===== src/rtl/serial_pkg.sv =====
// -----------------------------------------------------------------------------
// serial_pkg
//
// Types and constants shared by both ends of the single-wire serial link:
// the transmitter (serial_tx) and the receiving sequence detector.
//
// Contents:
//   tx_state_t   - frame FSM states (IDLE, START, DATA, STOP)
//   IDLE_LVL     - line level while no frame is in flight
//   START_LVL    - line level of the start bit
//   STOP_LVL     - line level of the stop bit
//   clog2_min1() - counter width helper that never returns 0
// -----------------------------------------------------------------------------
package serial_pkg;

  typedef enum logic [1:0] {
    S_IDLE  = 2'd0,
    S_START = 2'd1,
    S_DATA  = 2'd2,
    S_STOP  = 2'd3
  } tx_state_t;

  // The start bit is the only high framing level, so a receiver idling
  // on a low line sees the rising edge that marks the beginning of a frame.
  localparam logic IDLE_LVL  = 1'b0;
  localparam logic START_LVL = 1'b1;
  localparam logic STOP_LVL  = 1'b0;

  // Counter width for a value range 0..n-1. A 1-entry range still needs a
  // 1-bit register so that vector declarations stay legal.
  function automatic int clog2_min1(input int n);
    return (n > 1) ? $clog2(n) : 1;
  endfunction

endpackage


===== src/rtl/bit_timer.sv =====
// -----------------------------------------------------------------------------
// bit_timer
//
// Free-running bit-period counter. Counts 0..BIT_CYCLES-1 while enabled and
// wraps; tick is high in the cycle the counter sits on its terminal count,
// so the owner advances exactly once per bit period.
//
// Parameters:
//   BIT_CYCLES - clock cycles per bit period (>= 1)
//
// Ports:
//   clk   in  clock, rising edge
//   reset in  synchronous active-high reset, clears the count
//   clear in  synchronous clear, wins over en
//   en    in  count enable
//   tick  out terminal count reached this cycle (only while en and not clear)
// -----------------------------------------------------------------------------
module bit_timer
  import serial_pkg::*;
#(
  parameter int BIT_CYCLES = 1
) (
  input  logic clk,
  input  logic reset,
  input  logic clear,
  input  logic en,
  output logic tick
);

  localparam int TW = clog2_min1(BIT_CYCLES);
  localparam logic [TW-1:0] LAST = TW'(BIT_CYCLES - 1);

  logic [TW-1:0] count;

  always_ff @(posedge clk) begin
    if (reset) begin
      count <= '0;
    end else if (clear) begin
      count <= '0;
    end else if (en) begin
      if (count == LAST) begin
        count <= '0;
      end else begin
        count <= count + TW'(1);
      end
    end
  end

  // With BIT_CYCLES=1 the count is pinned at 0 and tick simply follows en.
  assign tick = en && !clear && (count == LAST);

endmodule


===== src/rtl/serial_tx.sv =====
// -----------------------------------------------------------------------------
// serial_tx
//
// Parallel-to-serial transmitter. A word accepted over the valid/ready
// handshake is sent on sout as: start bit (1), WIDTH data bits MSB first,
// stop bit (0). Each bit is held for BIT_CYCLES clocks. The line idles low.
//
// Handshake: a word transfers on a rising edge where data_valid and
// data_ready are both high and reset is low. data_ready is high only in
// IDLE; data_valid in any other state is ignored, and data_in is only
// looked at on the transfer edge.
//
// Parameters:
//   WIDTH      - data bits per frame (>= 1)
//   BIT_CYCLES - clocks per bit on sout (>= 1)
//
// Ports:
//   clk        in  clock, rising edge
//   reset      in  synchronous active-high reset
//   data_in    in  [WIDTH-1:0] word to send
//   data_valid in  producer has a word
//   data_ready out block can accept a word (registered)
//   sout       out serial line (registered)
//   busy       out frame in progress: START, DATA or STOP (registered)
//   done       out one-cycle pulse in the first IDLE cycle after STOP
//   dbg_state  out [1:0] current FSM state (tx_state_t encoding)
// -----------------------------------------------------------------------------
module serial_tx
  import serial_pkg::*;
#(
  parameter int WIDTH      = 8,
  parameter int BIT_CYCLES = 1
) (
  input  logic             clk,
  input  logic             reset,
  input  logic [WIDTH-1:0] data_in,
  input  logic             data_valid,
  output logic             data_ready,
  output logic             sout,
  output logic             busy,
  output logic             done,
  output logic [1:0]       dbg_state
);

  // Index only ever holds 0..WIDTH-1; the last bit is detected by compare,
  // never by overflow, so a power-of-two WIDTH needs no extra bit.
  localparam int IDXW = clog2_min1(WIDTH);
  localparam logic [IDXW-1:0] IDX_LAST = IDXW'(WIDTH - 1);

  tx_state_t        state, state_n;
  logic [WIDTH-1:0] shreg, shreg_n;
  logic [IDXW-1:0]  idx, idx_n;

  logic timer_clear;
  logic timer_en;
  logic tick;

  logic sout_n;
  logic busy_n;
  logic ready_n;
  logic done_n;

  bit_timer #(
    .BIT_CYCLES(BIT_CYCLES)
  ) u_bit_timer (
    .clk  (clk),
    .reset(reset),
    .clear(timer_clear),
    .en   (timer_en),
    .tick (tick)
  );

  // ---------------------------------------------------------------------------
  // Next-state, datapath and next-output decode
  // ---------------------------------------------------------------------------
  always_comb begin
    state_n     = state;
    shreg_n     = shreg;
    idx_n       = idx;
    timer_clear = 1'b0;
    timer_en    = 1'b0;

    case (state)
      S_IDLE: begin
        // Hold the timer at zero so the start bit gets a full period.
        timer_clear = 1'b1;
        if (data_valid && data_ready) begin
          shreg_n = data_in;
          idx_n   = '0;
          state_n = S_START;
        end
      end
      S_START: begin
        timer_en = 1'b1;
        if (tick) begin
          state_n = S_DATA;
        end
      end
      S_DATA: begin
        timer_en = 1'b1;
        if (tick) begin
          shreg_n = shreg << 1;
          if (idx == IDX_LAST) begin
            idx_n   = '0;
            state_n = S_STOP;
          end else begin
            idx_n = idx + IDXW'(1);
          end
        end
      end
      S_STOP: begin
        timer_en = 1'b1;
        if (tick) begin
          state_n = S_IDLE;
        end
      end
      default: begin
        state_n = S_IDLE;
      end
    endcase

    // Outputs are decoded from the next state and registered alongside it,
    // so they line up with the state they describe and have no path from
    // the inputs to the pins.
    case (state_n)
      S_START: sout_n = START_LVL;
      S_DATA:  sout_n = shreg_n[WIDTH-1];
      S_STOP:  sout_n = STOP_LVL;
      default: sout_n = IDLE_LVL;
    endcase

    busy_n  = (state_n != S_IDLE);
    ready_n = (state_n == S_IDLE);
    done_n  = (state == S_STOP) && (state_n == S_IDLE);
  end

  // ---------------------------------------------------------------------------
  // Registers
  // ---------------------------------------------------------------------------
  always_ff @(posedge clk) begin
    if (reset) begin
      state      <= S_IDLE;
      shreg      <= '0;
      idx        <= '0;
      sout       <= IDLE_LVL;
      busy       <= 1'b0;
      done       <= 1'b0;
      // Held low through reset so nothing is accepted until the first
      // cycle after reset is released.
      data_ready <= 1'b0;
    end else begin
      state      <= state_n;
      shreg      <= shreg_n;
      idx        <= idx_n;
      sout       <= sout_n;
      busy       <= busy_n;
      done       <= done_n;
      data_ready <= ready_n;
    end
  end

  assign dbg_state = state;

endmodule


===== config.mk =====
export PLATFORM = sky130hd
export DESIGN_NAME = serial_tx
export DESIGN_NICKNAME = d
export VERILOG_FILES = /design/src/rtl/serial_pkg.sv /design/src/rtl/bit_timer.sv /design/src/rtl/serial_tx.sv
export SDC_FILE = /design/constraint.sdc
export NUM_CORES = 1
export LEC_CHECK = 0
export CAP_MARGIN = 15
export CORE_MARGIN = 2
export CORE_UTILIZATION = 48
export DETAILED_ROUTE_END_ITERATION = 7
export PLACE_DENSITY = 0.76
export SLEW_MARGIN = 20
export SYNTH_ARGS = -nofsm -noshare
export SYNTH_HDL_FRONTEND = slang
export SYNTH_HIERARCHICAL = 1
export SYNTH_SLANG_ARGS = --single-unit

===== constraint.sdc =====
create_clock -name clk -period 2.53 [get_ports clk]
set_input_delay 0.253 -clock clk [delete_from_list [all_inputs] [get_ports clk]]
set_output_delay 0.253 -clock clk [all_outputs]
set_load 0.02 [all_outputs]

# Word level (Yosys, flattened, before mapping)
# Cells that the tools add are included.
# word_totals
ram_bits,0
output_inout_bits,6
word_cells,49
mem_bits_ro,0
latch_bits,0
regBits,18
memories,0
# op_classes
shifts,0
n_eq_ne,8
bitwise,1
mul,0
n_reduce_logical,12
add_sub_neg,2
n_div,0
magnitude_cmp,0
n_mux,17
# op_table
cell,count
$mux W8,2
$pmux W8 S2,1
$mux W2,5
$mux W3,3
$pmux W2 S4,1
$eq A2 B2 Y1 const B,3
$pmux W3 S2,1
$eq A2 B1 Y1 const B,2
$logic_and A1 B1 Y1,4
$logic_not A2 Y1,2
$ne A2 B2 Y1 const B,2
$reduce_bool A2 Y1,2
$add A3 B1 Y3 const B,1
$eq A3 B3 Y1 const B,1
$mux W1,3
$reduce_and A3 Y1,1
$reduce_or A3 Y1,1
$pmux W1 S2,1
$reduce_or A2 Y1,1
$add A1 B1 Y1 const B,1
$logic_not A1 Y1,1
$not A1 Y1,1

# Longest topological paths before layout
# logic_depth
depth_word,9
ltp_mapped,10
ltp_nobuf,9

# By module
# The synthesis kept the hierarchy.
# by_module_without_submodules
mod,area_per_inst_um2,n_inst,seq_area_each_um2,cells_per_inst
serial_tx,807.0,1,340.3,80
bit_timer,13.8,1,0.0,1

# Least setup slack after synthesis
# OpenSTA, ideal clock, no wires.
# synth_path
kind,register to register
start,register state[1] (netlist: dbg_state[1])
end,register sout
t_arrival_ns,1.865
required_ns,2.406
path_buffers,1
synth_period_minus_slack_ns,1.988
setup_time_ns,0.124
path_stages_with_launch,11
slack_ns,0.542
path_cell_list,dfxtp_1 > buf_6 > or2_2 > inv_1 > nor2b_4 > and3_1 > o31ai_2 > inv_1 > ha_1 > o211ai_1 > a31oi_1
# synth_via
elab_chain_cells,9
# synth_lines
item,line,source
"start, declared",serial_tx.sv:50,"tx_state_t state, state_n;"
"start signal, assigned",serial_tx.sv:152,state <= state_n;
$eq A2 B2 Y1 / $eq A2 B1 Y1 (equally long branches),serial_tx.sv:83,case (state)
$reduce_or A3 Y1 (no line) *,n/a,
$mux W1 *,serial_tx.sv:83,
net timer_en,serial_tx.sv:55,logic timer_en;
$logic_and A1 B1 Y1 * (2 in series),bit_timer.sv:50,assign tick = en && !clear && (count == LAST);
net tick,serial_tx.sv:56,logic tick;
$mux W2 (on tied branches),"serial_tx.sv:113, serial_tx.sv:95, serial_tx.sv:101",
$pmux W2 S4 *,serial_tx.sv:83,
net state_n[0],serial_tx.sv:50,
$eq A2 B2 Y1 / $eq A2 B1 Y1 (equally long branches),serial_tx.sv:125,case (state_n)
$pmux W1 S2 *,serial_tx.sv:125,
"end signal, assigned",serial_tx.sv:155,sout <= sout_n;
"end, declared",serial_tx.sv:39,"output logic sout,"
# Mark *: on every way through the listed nets, which the timed path passes. The rest lies on a longest branch. The select of a mux whose other input is x is not followed.
# A chain may end at the register's enable or synchronous reset.

# Worst setup path in the final report
# Same ends and word-level chain as after synthesis.

==> impl_metrics.env <==
export IMPL_status="completed"
export IMPL_crit_top_cell="inv_1"
export IMPL_clockBufferDepth=2
export IMPL_overflow=0
export IMPL_postPlaceCellArea_um2=960
export IMPL_ys_types=31
export IMPL_crit_start="dbg_state[1]"
export IMPL_fin_nets=113
export IMPL_final_hold_violation_count=0
export IMPL_cts_buffers=3
export IMPL_path_class="register to register"
export IMPL_via_count=647
export IMPL_p_int_mw=0.382
export IMPL_n_antenna_cell=0
export IMPL_clk_latency_ps=280
export IMPL_cp_slowest_cell="dfxtp_1"
export IMPL_p_switching_mw=0.124
export IMPL_synth_adder_area_share_pct=7.62
export IMPL_worst_path_max_fanout=13
export IMPL_dp_cells=108
export IMPL_avgRoutedWirePerCell_um=13.7
export IMPL_grt_max_degree=14
export IMPL_cts_max_level=1
export IMPL_clk_pin_slew_ps=90
export IMPL_die_w_um=45.4
export IMPL_r2r_slack_ps=530
export IMPL_max_cap_viol_count=0
export IMPL_p_per_area_nw_per_um2=513
export IMPL_ir_drop_uv=389
export IMPL_arrival_ps=2170
export IMPL_ys_seq_area_share_pct=41.5
export IMPL_track_usage_pct=17.4
export IMPL_cp_end_kind="register"
export IMPL_crit_required_ps=2700
export IMPL_synthMuxAreaShare_pct=0
export IMPL_clock_skew_ps=1.42
export IMPL_postRouteAntennaNets=0
export IMPL_worst_pin_slew_ps=412
export IMPL_synth_simple_area_share_pct=20.7
export IMPL_drive_gt1_share_pct=10.4
export IMPL_synthXorXnorAreaFrac_pct=1.07
export IMPL_final_period_utilization_pct=79.0
export IMPL_routabilityCongestion=0.784
export IMPL_critPathLaunchType="register"
export IMPL_cts_sinks=17
export IMPL_cts_tree="yes"
export IMPL_fin_crit_ps=2000
export IMPL_avgViaCountPerCell=5.78
export IMPL_io_pins=17
export IMPL_power_frac_seq_pct=56.9
export IMPL_min_from="shreg[4]"
export IMPL_start_util_pct=52.6
export IMPL_synth_area_per_cell_um2=10.1
export IMPL_rows=14
export IMPL_leakage_nw=0.376
export IMPL_p_comb_share_pct=15.3
export IMPL_max_stage_delay_ps=420
export IMPL_synth_compound_area_share_pct=20.9
export IMPL_p_sw_share_pct=24.6
export IMPL_drt_pass1_iter_count=4
export IMPL_syn_instance_count=81
export IMPL_r2r_start="dbg_state[1]"
export IMPL_ys_ff_latch=17
export IMPL_wirelength_um=1530
export IMPL_fmax_ghz=0.500
export IMPL_core_area_um2=1560
export IMPL_drc=0
export IMPL_die_h_um=45.4
export IMPL_grt_pass1_vias=581
export IMPL_area_delta_synth_final_pct=20.1
export IMPL_root_buffer="clkbuf_4"
export IMPL_setup_viol=0
export IMPL_ys_warn_count=6
export IMPL_syn_area_um2=821
export IMPL_post_cts_setup_buffers=0
export IMPL_relSlewSlack_pct=72.4
export IMPL_antenna_found_initial=0
export IMPL_die_area_um2=2060
export IMPL_grt_pass1_wl_um=2500
export IMPL_hold_class="register to register"
export IMPL_ctsHoldBuffers=0
export IMPL_fin_setup_tns_ps=0
export IMPL_cp_cell_sequence="or2_2 -> inv_1 -> nor2b_4 -> and3_1 -> o31ai_2 -> inv_1 -> ha_1 -> o211ai_1 -> a31oi_1"
export IMPL_synth_top_family_by_area="compound AO/OA/AOI/OAI gates"
export IMPL_post_dp_hpwl_um=1100
export IMPL_maxSlewViolCount=0
export IMPL_power_mw=0.506
export IMPL_syn_nets=97
export IMPL_final_area_um2=986
export IMPL_drt_first_iter_violations=14
export IMPL_stdcell_count=112
export IMPL_rsz0062_at_grt="false"
export IMPL_cts_resized_gates=0
export IMPL_pwr_share_clk_pct=27.8
export IMPL_io_buffers=16
## final timing paths
check                  end  cells after the start
setup / recovery      sout                      9
hold / removal    shreg[4]                      1
setup reg to reg      sout                      9
hold reg to reg   shreg[4]                      1
## state kept, by name, summed over array words and instances, names as in the netlist
name        count
done            1
busy            1
idx             3
dbg_state       2
data_ready      1
shreg           8
sout            1
## power groups by stage
stage	clock (mW)	sequential (mW)	combinational, mW
2_1_floorplan	0	0.296	0.0450
3_3_place_gp	0	0.293	0.0768
3_5_place_dp	0	0.294	0.0775
4_1_cts	0.144	0.288	0.0775
5_1_grt	0.154	0.289	0.0842
6_report	0.141	0.288	0.0772
## worst max-delay path, delay by kind of cell (launching register included)
kind                       cells  cell delay [ps]
AOI/OAI and AO/OA              3              530
adders and majority gates      1              210
buffers and inverters          2              180
DFF                            1              420
and+or+nand+nor                3              560
## per-layer routing
| layer | up-vias | routed length [µm] | part of all wire [%] | GRT usage, % |
|---|---|---|---|---|
| li1 | 326 | - | - | - |
| met1 | 307 | 750 | 49 | 21.6 |
| met2 | 12 | 696 | 45 | 26.9 |
| met3 | 2 | 64 | 4.2 | 6.00 |
| met4 | 0 | 19 | 1.2 | 8.24 |
| met5 | - | 0 | 0 | 0 |
## cells in the mapped netlist, drive strengths merged
| cell | count | area, µm² |
|---|---|---|
| a21oi | 5 | 25.0 |
| a22oi | 7 | 57.6 |
| a31oi | 1 | 6.26 |
| and3 | 2 | 12.5 |
| and3b | 2 | 18.8 |
| and4bb | 1 | 12.5 |
| buf | 4 | 41.3 |
| clkbuf | 2 | 7.51 |
| dfxtp | 17 | 340 |
| ha | 5 | 62.6 |
| inv | 5 | 18.8 |
| nand2 | 2 | 7.51 |
| nand3 | 5 | 25.0 |
| nand3b | 1 | 7.51 |
| nand4b | 1 | 8.76 |
| nand4bb | 1 | 11.3 |
| nor2 | 3 | 11.3 |
| nor2b | 2 | 20.0 |
| nor3 | 1 | 10.0 |
| nor4b | 1 | 8.76 |
| nor4bb | 1 | 10.0 |
| o211ai | 1 | 7.51 |
| o21ai | 2 | 10.0 |
| o2bb2ai | 6 | 52.6 |
| o31ai | 1 | 12.5 |
| or2 | 1 | 6.26 |
| xor2 | 1 | 8.76 |
## cell usage in the layout, fill, tap and decap left out, drive strengths merged, types with 2 or more instances in the layout
| cell | synthesis | final |
|---|---|---|
| dfxtp | 17 | 17 |
| clkbuf | 2 | 4 |
| nor2 | 3 | 3 |
| a21oi | 5 | 5 |
| nand3 | 5 | 5 |
| o21ai | 2 | 2 |
| o2bb2ai | 6 | 6 |
| nor2b | 2 | 2 |
| ha | 5 | 5 |
| nand2 | 2 | 2 |
| and3b | 2 | 2 |
| and3 | 2 | 2 |
| inv | 5 | 5 |
| clkdlybuf4s50 | 0 | 16 |
| a22oi | 7 | 7 |
## area by class of cell
class / count / area [µm²]
Timing Repair Buffer: 17 / 168
Inverter: 5 / 18.8
Fill cell: 146 / 573
Multi-Input combinational cell: 53 / 413
Tap cell: 16 / 20.0
Clock buffer: 4 / 26.3
Sequential cell: 17 / 340
## metrics by stage
step	hold slack (ps)	worst slack [ps]	utilization, %
6_report	469	530	63.2
5_1_grt	486	370	63.2
3_5_place_dp	452	542	61.6
2_1_floorplan	389	542	-
3_3_place_gp	447	593	61.6
4_1_cts	473	512	63.2
## logic make-up (layout without fill, tap and decap cells)
group	Yosys count	after routing
AO/OA/AOI/OAI	23	23
XOR/XNOR	1	1
buffers and inverters	11	26
AND/OR/NAND/NOR	24	24
flip-flops	17	17
adder cells (fa/ha/maj)	5	5
Power figures use the tool's default switching activity.
